[src/rtl/div_pkg.sv]
// div_pkg: shared state encoding and constants for the divider issue controller
package div_pkg;
  localparam int DIV_W = 32;
  typedef enum logic [1:0] {IDLE = 2'd0, ISSUE = 2'd1, WAIT = 2'd2, DONE = 2'd3} state_e;
  localparam logic [DIV_W-1:0] DZ_QUO = '1;
endpackage

[src/rtl/div_sign_fix.sv]
// div_sign_fix: operand magnitudes on issue, result sign correction on retire
module div_sign_fix #(
  parameter int WIDTH = 32
) (
  input  logic [WIDTH-1:0] a_i,
  input  logic [WIDTH-1:0] b_i,
  input  logic             signed_i,
  input  logic [WIDTH-1:0] quo_i,
  input  logic [WIDTH-1:0] rem_i,
  input  logic             neg_q_i,
  input  logic             neg_r_i,
  output logic [WIDTH-1:0] mag_a_o,
  output logic [WIDTH-1:0] mag_b_o,
  output logic [WIDTH-1:0] quo_o,
  output logic [WIDTH-1:0] rem_o
);
  assign mag_a_o = (signed_i && a_i[WIDTH-1]) ? -a_i : a_i;
  assign mag_b_o = (signed_i && b_i[WIDTH-1]) ? -b_i : b_i;
  assign quo_o   = neg_q_i ? -quo_i : quo_i;
  assign rem_o   = neg_r_i ? -rem_i : rem_i;
endmodule

[src/rtl/div_issue_ctrl.sv]
// div_issue_ctrl: issues signed/unsigned ops to a multi-cycle divider and retires results
module div_issue_ctrl
  import div_pkg::*;
#(
  parameter int WIDTH   = DIV_W,
  parameter int TIMEOUT = 255
) (
  input  logic             clk,
  input  logic             rst,
  input  logic             in_valid,
  output logic             in_ready,
  input  logic [WIDTH-1:0] in_a,
  input  logic [WIDTH-1:0] in_b,
  input  logic             in_signed,
  output logic             out_valid,
  input  logic             out_ready,
  output logic [WIDTH-1:0] out_quo,
  output logic [WIDTH-1:0] out_rem,
  output logic             out_dz,
  output logic             out_timeout,
  output logic [WIDTH-1:0] div_a,
  output logic [WIDTH-1:0] div_b,
  output logic             div_start,
  input  logic             div_finish,
  input  logic [WIDTH:0]   div_quo,
  input  logic [WIDTH-1:0] div_rem
);
  localparam int CW = $clog2(TIMEOUT + 1);
  state_e           state_q;
  logic [CW-1:0]    cnt_q;
  logic             finish_q, neg_q_q, neg_r_q;
  logic             in_ready_q, out_valid_q, out_dz_q, out_to_q, div_start_q;
  logic [WIDTH-1:0] out_quo_q, out_rem_q, div_a_q, div_b_q;
  logic [WIDTH-1:0] mag_a, mag_b, fix_quo, fix_rem;
  logic             fin_edge, unused_quo_msb;
  assign unused_quo_msb = div_quo[WIDTH];
  // a finish level held over from the previous op is not a completion
  assign fin_edge = div_finish && !finish_q;
  div_sign_fix #(.WIDTH(WIDTH)) u_fix (
    .a_i(in_a), .b_i(in_b), .signed_i(in_signed),
    .quo_i(div_quo[WIDTH-1:0]), .rem_i(div_rem),
    .neg_q_i(neg_q_q), .neg_r_i(neg_r_q),
    .mag_a_o(mag_a), .mag_b_o(mag_b), .quo_o(fix_quo), .rem_o(fix_rem)
  );
  always_ff @(posedge clk) begin
    if (rst) begin
      state_q     <= IDLE;
      cnt_q       <= '0;
      finish_q    <= 1'b0;
      neg_q_q     <= 1'b0;
      neg_r_q     <= 1'b0;
      in_ready_q  <= 1'b1;
      out_valid_q <= 1'b0;
      out_dz_q    <= 1'b0;
      out_to_q    <= 1'b0;
      div_start_q <= 1'b0;
      out_quo_q   <= '0;
      out_rem_q   <= '0;
      div_a_q     <= '0;
      div_b_q     <= '0;
    end else begin
      finish_q    <= div_finish;
      div_start_q <= 1'b0;
      unique case (state_q)
        IDLE: if (in_valid) begin
          in_ready_q <= 1'b0;
          neg_q_q    <= in_signed && (in_a[WIDTH-1] ^ in_b[WIDTH-1]);
          neg_r_q    <= in_signed && in_a[WIDTH-1];
          if (in_b == '0) begin
            state_q     <= DONE;
            out_valid_q <= 1'b1;
            out_quo_q   <= WIDTH'(DZ_QUO);
            out_rem_q   <= in_a;
            out_dz_q    <= 1'b1;
          end else begin
            state_q     <= ISSUE;
            div_a_q     <= mag_a;
            div_b_q     <= mag_b;
            div_start_q <= 1'b1;
          end
        end
        ISSUE: begin
          state_q <= WAIT;
          cnt_q   <= '0;
        end
        WAIT: if (fin_edge) begin
          state_q     <= DONE;
          out_valid_q <= 1'b1;
          out_quo_q   <= fix_quo;
          out_rem_q   <= fix_rem;
        end else if (cnt_q == CW'(TIMEOUT)) begin
          state_q     <= DONE;
          out_valid_q <= 1'b1;
          out_quo_q   <= '0;
          out_rem_q   <= '0;
          out_to_q    <= 1'b1;
        end else begin
          cnt_q <= cnt_q + 1'b1;
        end
        DONE: if (out_ready) begin
          state_q     <= IDLE;
          in_ready_q  <= 1'b1;
          out_valid_q <= 1'b0;
          out_dz_q    <= 1'b0;
          out_to_q    <= 1'b0;
        end
      endcase
    end
  end
  assign in_ready    = in_ready_q;
  assign out_valid   = out_valid_q;
  assign out_quo     = out_quo_q;
  assign out_rem     = out_rem_q;
  assign out_dz      = out_dz_q;
  assign out_timeout = out_to_q;
  assign div_a       = div_a_q;
  assign div_b       = div_b_q;
  assign div_start   = div_start_q;
endmodule

[config.mk]
export PLATFORM = sky130hd
export DESIGN_NAME = div_issue_ctrl
export DESIGN_NICKNAME = d
export VERILOG_FILES = /design/src/rtl/div_pkg.sv /design/src/rtl/div_sign_fix.sv /design/src/rtl/div_issue_ctrl.sv
export SDC_FILE = /design/constraint.sdc
export NUM_CORES = 1
export LEC_CHECK = 0
export ABC_AREA = 1
export CORE_ASPECT_RATIO = 0.8
export CORE_MARGIN = 2
export CORE_UTILIZATION = 59
export CTS_CLUSTER_SIZE = 8
export DETAILED_ROUTE_END_ITERATION = 8
export DONT_BUFFER_PORTS = 1
export GPL_TIMING_DRIVEN = 0
export PLACE_DENSITY = 0.82
export SKIP_LAST_GASP = 1
export SYNTH_ARGS = -nofsm -noshare
export SYNTH_HDL_FRONTEND = slang
export SYNTH_HIERARCHICAL = 1
export SYNTH_SLANG_ARGS = --single-unit
[constraint.sdc]
create_clock -name clk -period 1.53 [get_ports clk]
set_input_delay 0.2295 -clock clk [delete_from_list [all_inputs] [get_ports clk]]
set_output_delay 0.2295 -clock clk [all_outputs]
set_load 0.02 [all_outputs]
**After elaboration in Yosys (flattened, before gate mapping)**

Cells that the tools add are included.

- Register bits: 146
- Input bits: 135

- Bitwise gates (word level): 4
- Add/subtract/negate cells: 5
- Eq/ne operators: 11
- Reductions and logical operators: 22
- Mux-type cells: 35

Operators by type and width:

| operator | count |
|---|---|
| 32-bit two-way mux | 11 |
| 32-bit negation | 4 |
| 32-bit case mux with 2 select lines | 2 |
| 32-bit zero test | 1 |
| 8-bit two-way mux | 2 |
| 8-bit case mux with 2 select lines | 1 |
| 2-bit != test, second input constant | 6 |
| 3-bit AND reduction | 4 |
| 4-bit AND reduction | 3 |
| 2-bit two-way mux | 5 |
| 1-bit two-way mux | 9 |
| 8-bit by 1-bit adder with 8-bit output, second input constant | 1 |
| 8-bit equality test, second input constant | 1 |
| 2-bit case mux with 4 select lines | 1 |
| 2-bit nonzero test | 4 |
| 1-bit case mux with 2 select lines | 3 |
| 5-bit AND reduction | 1 |
| 2-bit equality test, second input constant | 2 |
| 1-bit logical AND | 4 |
| 3-bit != test, second input constant | 1 |
| 1-bit NOT | 3 |
| 1-bit case mux with 3 select lines | 1 |
| 3-bit nonzero test | 1 |
| 3-bit OR reduction | 1 |
| 5 further kinds | 5 |

**Depth between registers and ports, before layout**

Gate-level depths: netlist of the first run.

- Depth after elaboration: 4
- Gate-level depth with buffers: 15
- Depth with buffers taken out: 15

**Cells and area by module**

Netlist of the first run, hierarchy kept.

Modules (own cells, without submodules):

| module | cells each | seq. area each (µm²) | times used | area each (µm²) |
|---|---|---|---|---|
| div_issue_ctrl | 1347 | 2922.8 | 1 | 8066.5 |
| div_sign_fix | 841 | 0.0 | 1 | 3988.8 |

**Worst setup path after synthesis of the first run**

Ideal clock, no wire load.

- Path type: register to register
- Start point: register state_q[0]
- End point: register out_quo_q[30], in the netlist out_quo[30]
- Stages on the path, launching flop included: 12
- Setup time: 0.115 ns
- Clock period less this slack: 1.658 ns
- Path slack: -0.128 ns
- Arrival: 1.543 ns
- Cells stage by stage: dfxtp_1 > inv_1 > ha_1 > buf_2 > inv_1 > or2_1 > nand2_2 > nor2_4 > buf_4 > buf_6 > a21oi_1 > nor2_1

- Longest elaborated chain between the ends: 3
- Elaborated cells on any way between the ends: 8
- Classes of those cells: 4 x eq/ne; 1 x mux; 3 x reduce/logical

Ends and longest elaborated chain:

| item | RTL line | text |
|---|---|---|
| start, declared | div_issue_ctrl.sv:29 | `state_e state_q;` |
| start signal, assigned | div_issue_ctrl.sv:47 | `state_q <= IDLE;` |
| start signal, assigned | div_issue_ctrl.sv:70 | `state_q <= DONE;` |
| start signal, assigned | div_issue_ctrl.sv:76 | `state_q <= ISSUE;` |
| 2-bit equality test / 2-bit zero test (equally long branches) | div_issue_ctrl.sv:64 | `unique case (state_q)` |
| 3-bit != test (no line) (tied with other cells) | -- |  |
| 4-bit AND reduction (no line) | -- |  |
| end signal, assigned | div_issue_ctrl.sv:72 | `out_quo_q <= WIDTH'(DZ_QUO);` |
| end signal, assigned | div_issue_ctrl.sv:89 | `out_quo_q <= fix_quo;` |
| end, declared | div_issue_ctrl.sv:33 | `logic [WIDTH-1:0] out_quo_q, out_rem_q, div_a_q, div_b_q;` |

Several ways; a longest one is shown, not always the timed one.
A chain may end at the register's enable or synchronous reset.

**Worst setup path after layout of the first run**

- Start point: register cnt_q[1]
- End point: register out_rem_q[6], in the netlist out_rem[6]

- Longest elaborated chain between the ends: 3

Ends and longest elaborated chain:

| item | RTL line | text |
|---|---|---|
| start, declared | div_issue_ctrl.sv:30 | `logic [CW-1:0] cnt_q;` |
| start signal, assigned | div_issue_ctrl.sv:98 | `cnt_q <= cnt_q + 1'b1;` |
| 8-bit equality test | div_issue_ctrl.sv:91 | `end else if (cnt_q == CW'(TIMEOUT)) begin` |
| 3-bit != test (no line) | -- |  |
| 4-bit AND reduction (no line) | -- |  |
| end signal, assigned | div_issue_ctrl.sv:73 | `out_rem_q <= in_a;` |
| end signal, assigned | div_issue_ctrl.sv:90 | `out_rem_q <= fix_rem;` |
| end, declared | div_issue_ctrl.sv:33 |  |

No other way between the ends.

==> results.json, run 1 <==
{
  "first_global_vias": 12291,
  "post_drt_wl_per_cell_um": 17.0,
  "pre_cts_ws_ns": -0.479,
  "cts_tree": "yes",
  "cp_slowest_stage_delay_ns": 0.37,
  "synthFlopType": "dfxtp_1",
  "grt_usage_pct": 36.8,
  "whs_path_depth": 3,
  "switching_power_mw": 13.3,
  "fin_skew_ns": 0.0109,
  "dr.pass1.iters": 9,
  "cap_viol_max_count": 0,
  "drive_gt1_share_pct": 15.3,
  "r2r_slack_ns": -0.40,
  "final_cells": 2520,
  "synth_commonest_cells": "670 x nand2_1, 368 x nor2_1, 366 x inv_1",
  "met1_usage_pct": 47.5,
  "status": "finished, violations left",
  "ys_seq_elements": 146,
  "clock-sinks": 146,
  "clk_latency_ns": 0.44,
  "finalPower_mw": 26.9,
  "final-max-slew-violation-count": 0,
  "worstPathRequired_ns": 1.85,
  "antenna_found_initial": 0,
  "combPwrFrac_pct": 53.0,
  "portBuffers": 0,
  "period_share_pct": 126,
  "leakage_nw": 7.36,
  "grt_pass1_wl_um": 63100,
  "violations": "setup timing",
  "finalHoldViolCount": 0,
  "hold_class": "input pin to flop",
  "die_x_um": 164,
  "finalInstanceArea_mm2": 0.0143,
  "p_int_mw": 13.7,
  "core_area_mm2": 0.0199,
  "setup_viol": 76,
  "netlist_instances": 2188,
  "hpwl_um": 31000,
  "netlist.area_leader.share_pct": 24.2,
  "r2r-start": "cnt_q[1]$_SDFFE_PP0P_",
  "post-route-drc-count": 0,
  "grt_max_degree": 17,
  "cts.clk_slew.worst_paths_ns": 0.06,
  "start_util_pct": 60.5,
  "synth_area_leaders": "dfxtp_1 24%, nand2_1 21%, nor2_1 11%",
  "vias": 13942,
  "synth_top_area_cell": "dfxtp_1",
  "powerDensity_mw_per_mm2": 1880,
  "fin_crit_ns": 1.93,
  "clockBufferDepth": 2,
  "grt_overflow": 0,
  "gp_congestion": 1.00,
  "max-vdd-ir-drop_mv": 1.33,
  "synth_most_common_cell": "nand2_1",
  "die_y_um": 132,
  "rsz0062_at_grt": "yes",
  "root_buffer": "clkbuf_16",
  "holdCritStartpoint": "in_a[31]",
  "ys_types": 38,
  "arrival_ns": 2.25,
  "avgSynthCellArea_um2": 5.51,
  "setup_ws_ns": -0.400,
  "clockPowerShare_pct": 15.9,
  "initialDrtViolationCount": 1652,
  "core.rowCount": 46,
  "ys_warn_count": 6,
  "reg2reg_to": "out_rem[6]$_SDFFE_PP0P_",
  "power.share.sequential_pct": 31.0,
  "dp_cells": 2452,
  "fmax_ghz": 0.518,
  "grtUsageMet2_pct": 57.8,
  "synth-seq-area-share_pct": 24.2,
  "routed_via_density": 5.53,
  "reg2reg_depth": 12,
  "die-area_mm2": 0.0216,
  "cp_max_fo": 10,
  "diodes": 0,
  "synth_area_mm2": 0.0121,
  "worstSetupStartpointType": "flop",
  "nets": 2387,
  "synth_edf_count": 0,
  "path_class": "flop to flop",
  "endpoint_kind": "flop",
  "place_area_mm2": 0.0126,
  "holdPathEnd": "neg_q_q$_SDFFE_PP0P_",
  "power_switching_share_pct": 49.2,
  "wl_um": 42700,
  "boundaryPins": 268,
  "crit_chain": "ha_4, nand2_4, nor2_4, nand2_2, nand3_4, nand2_4, nor2_4, buf_12, buf_8, nand3_1, nand2_1, nor2_1",
  "syn_nets": 2332,
  "slew_headroom_pct": 51.2,
  "crit_slowest_cell": "dfxtp_4",
  "ant_nets": 0,
  "cts-htree-levels": 4,
  "syn2layout_area_growth_pct": 18.8,
  "use_met3_pct": 10.5,
  "worst_pin_slew_ns": 0.732,
  "cts_inserted_buffers": 17,
  "top_usage_layer": "met2",
  "async_flop_share_pct": 0
}
[kinds of logic after synthesis]
family / Yosys count / share of synthesized area, %
XOR/XNOR: 71 / 5.28
adder cells (fa/ha/maj): 9 / 0.934
AND/OR/NAND/NOR: 1348 / 46.8
buffers and inverters: 481 / 16.7
flip-flops: 146 / 24.2
AO/OA/AOI/OAI: 133 / 6.03
[metal layers]
layer  part of all wire [%]  vias up
met5                      0        -
met1                     40     6260
li1                       -     6755
met3                     12      122
met4                    3.5        0
met2                     45      805
[flip-flops by register name, summed over array words and instances, names as in the netlist]
signal,count
cnt_q,8
div_a,32
div_b,32
div_start,1
finish_q,1
in_ready,1
neg_q_q,1
neg_r_q,1
out_dz,1
out_quo,32
out_rem,32
out_timeout,1
out_valid,1
state_q,2
[power by group through the flow]
stage	clock (mW)	combinational (mW)	sequential, mW
floorplan	0	8.27	7.87
global placement	0	9.97	8.36
detailed placement	0	10.3	8.39
CTS	4.24	12.3	8.32
global route	4.41	15.5	8.47
finish	4.29	14.3	8.36
[layout make-up]
cell class                      count  area [um2]
Timing Repair Buffer               39         499
Tap cell                          264         330
Fill cell                        1650        5590
Clock buffer                       20         457
Buffer                            104         771
Multi-Input combinational cell   1561        7780
Clock inverter                     12         130
Sequential cell                   146        2940
Inverter                          374        1420
[critical path, delay by kind of cell (launching register included)]
kind	cells	cell delay, ns
adders and majority gates	1	0.16
buffers and inverters	2	0.35
DFF	1	0.37
and+or+nand+nor	9	0.93
[worst max path at each step]
| stage | cells past startpoint | slack [ns] | start | endpoint |
|---|---|---|---|---|
| after floorplan | 12 | -0.04 | cnt_q[0]$_SDFFE_PP0P_ | out_rem[6]$_SDFFE_PP0P_ |
| after global placement | 6 | -0.45 | rst | div_a[13]$_SDFFE_PP0P_ |
| after detailed placement | 6 | -0.48 | rst | div_a[13]$_SDFFE_PP0P_ |
| after CTS | 8 | -0.25 | state_q[1]$_SDFFE_PP0P_ | out_rem[14]$_SDFFE_PP0P_ |
| after global routing | 12 | -0.46 | cnt_q[1]$_SDFFE_PP0P_ | out_rem[6]$_SDFFE_PP0P_ |
| final | 12 | -0.40 | cnt_q[1]$_SDFFE_PP0P_ | out_rem[6]$_SDFFE_PP0P_ |
[what timing repair did]
action	in CTS	in global routing
cloned	5	4
hold endpoints to repair	3	0
resized for setup	83	137
setup buffers	17	11
hold buffers	3	0
pin swaps	12	21
endpoints found under the setup margin	140	137
[metrics by stage]
| stage | utilization [%] | hold slack [ns] | setup TNS (ns) |
|---|---|---|---|
| global placement | 63.4 | 0.361 | -46.04 |
| global route | 71.9 | 0.0307 | -26.66 |
| floorplan | - | 0.354 | -1.97 |
| detailed placement | 63.4 | 0.366 | -50.68 |
| finish | 71.9 | 0.00114 | -22.38 |
| CTS | 69.1 | 0.00283 | -12.73 |
[cell usage in the layout, fill, tap and decap left out, types with 21 or more instances in the layout]
master,instances
buf_6,21
inv_1,360
nand3_2,43
dfxtp_1,140
a21oi_2,44
a21oi_1,43
nand4_1,78
buf_4,30
nand2_2,31
nand2_1,647
xor2_1,44
nor2_1,359
xnor2_1,25
nor2_2,27
nand3_1,133
o21ai_0,23
(Power assumes the default switching activity.)
==> run 2, diff against run 1 <==
- CORE_UTILIZATION: 59 -> 47
- DONT_BUFFER_PORTS: 1 -> default
==> run 2 against run 1 <==
  * The run still ends with setup timing left
  * Critical path depth stayed put
  * Highest routed layer unchanged
  * Die area is 25% higher
  * Largest power group unchanged
  * Clock skew shrank 0.0017 ns
  * Utilization is 3.8 points lower
  * Hold slack improved by 0.23 ns
==> results.json, run 2 (synthesized netlist as in run 1, its figures left out) <==
{
  "status": "finished, violations left",
  "violations": "setup timing",
  "crit_family": "simple AND/OR/NAND/NOR gates",
  "leakage_nw": 9.24,
  "hpwl_um": 34900,
  "holdCritStartpoint": "in_a[31]",
  "boundaryPins": 268,
  "r2r-start": "cnt_q[1]$_SDFFE_PP0P_",
  "fmax_ghz": 0.538,
  "endpoint_kind": "flop",
  "post_drt_wl_per_cell_um": 16.2,
  "rsz0062_at_grt": "yes",
  "critical_path_buf_inv_count": 3,
  "period_share_pct": 121,
  "wl_um": 46400,
  "worstSetupStartpointType": "flop",
  "cts_inserted_buffers": 17,
  "antenna_found_initial": 2,
  "final_common_cell": "nand2_1",
  "routed_via_density": 5.19,
  "finalPower_mw": 29.2,
  "clock-sinks": 146,
  "hold_class": "input pin to flop",
  "path_class": "flop to flop",
  "crit_slowest_cell": "dfxtp_2",
  "fillerInstances": 2352,
  "cp_slowest_stage_delay_ns": 0.35,
  "worstPathRequired_ns": 1.89,
  "fin_skew_ns": 0.00926,
  "syn2layout_area_growth_pct": 42.6,
  "ant_nets": 0,
  "arrival_ns": 2.22,
  "dr.pass1.iters": 9,
  "cp_max_fo": 11,
  "die_y_um": 147,
  "first_global_vias": 13413,
  "root_buffer": "clkbuf_16",
  "cts_tree": "yes",
  "gp_congestion": 1.00,
  "start_util_pct": 47.8,
  "final_cell_mix": "640 x nand2_1, 354 x inv_1, 315 x nor2_1",
  "slew_headroom_pct": 57.7,
  "max-vdd-ir-drop_mv": 0.955,
  "clockBufferDepth": 2,
  "powerDensity_mw_per_mm2": 1700,
  "crit_path_start": "cnt_q[1]$_SDFFE_PP0P_",
  "post-route-drc-count": 0,
  "initialDrtViolationCount": 1496,
  "grt_usage_pct": 32.6,
  "cts-htree-levels": 4,
  "core_area_mm2": 0.0252,
  "clk_latency_ns": 0.43,
  "setup_viol": 72,
  "grt_max_degree": 17,
  "grt_overflow": 0,
  "cap_viol_max_count": 0,
  "die_x_um": 183,
  "fin_crit_ns": 1.86,
  "final-max-slew-violation-count": 0,
  "setup_ws_ns": -0.328,
  "finalHoldViolCount": 0,
  "pre_cts_ws_ns": -1.02,
  "die-area_mm2": 0.0270,
  "vias": 14828,
  "worst_pin_slew_ns": 0.634,
  "portBuffers": 265,
  "core.rowCount": 52,
  "grt_pass1_wl_um": 69600,
  "crit_chain": "ha_4, nand2_4, nor2_4, nand2_2, nand3_2, nand2_2, nor2_4, buf_6, buf_12, buf_12, a21oi_1, nor2_1",
  "cts.clk_slew.worst_paths_ns": 0.06,
  "nets": 2661,
  "drive_gt1_share_pct": 16.2
}
==> run 2: layer usage <==
metal  vias to the layer above  wire [um]  GRT usage, %
li1                       7316          -             -
met1                      6746      20700          44.8
met2                       680      21000          52.7
met3                        86       3270          4.56
met4                         0       1400          10.6
met5                         -          0             0
==> run 2: area by class of cell <==
class | instances | area [um2] | area share [%]
diodes | 2 | 5.00 | 0.0291
multi-input cells | 1561 | 7870 | 45.8
flip-flops and latches | 146 | 2940 | 17.1
plain buffers | 104 | 887 | 5.16
clock buffers | 20 | 447 | 2.60
well taps | 324 | 405 | 2.36
inverters | 374 | 1410 | 8.22
clock inverters | 11 | 154 | 0.895
repair buffers | 313 | 3070 | 17.9
==> run 2: final timing paths <==
path / cells after the start / endpoint / slack (ns)
worst max-delay path: 12 / out_rem[6]$_SDFFE_PP0P_ / -0.33
worst min register to register: 2 / out_rem[20]$_SDFFE_PP0P_ / 0.47
worst min-delay path: 3 / neg_r_q$_SDFFE_PP0P_ / 0.23
worst max register to register: 12 / out_rem[6]$_SDFFE_PP0P_ / -0.33
==> run 2: repair_timing <==
action | CTS | global route
setup endpoints to repair | 274 | 142
hold buffers | 0 | 0
gates cloned | 5 | 7
pin swaps | 22 | 38
endpoints found under the hold margin | 0 | 0
resized for setup | 325 | 204
setup buffers | 24 | 15
==> run 2: per-stage QoR <==
stage                     util [%]  hold slack [ns]  cell area, um2  std cells  setup TNS (ns)
after global placement        60.8            0.455           15400       2777         -118.32
after CTS                     64.9            0.228           16400       2834          -16.10
after global routing          68.1            0.211           17200       2855          -23.97
after detailed placement      60.8            0.466           15400       2777         -120.31
final                         68.1            0.234           17200       2855          -18.06
after floorplan                  -            0.354           12300       2188           -1.97
==> run 2: worst register-to-register path, cell delays in order, from the launching register on <==
cell	delay, ns
dfxtp_2	0.35
ha_4	0.16
nand2_4	0.06
nor2_4	0.12
nand2_2	0.09
nand3_2	0.12
nand2_2	0.08
nor2_4	0.18
buf_6	0.13
buf_12	0.14
buf_12	0.15
a21oi_1	0.07
nor2_1	0.12
==> run 2: where the power goes <==
part / total [mW] / internal [mW] / switching (mW)
registers: 6.20 / 5.30 / 0.903
clock network: 4.44 / 2.62 / 1.82
logic: 18.5 / 7.73 / 10.8
total: 29.2 / 15.6 / 13.5
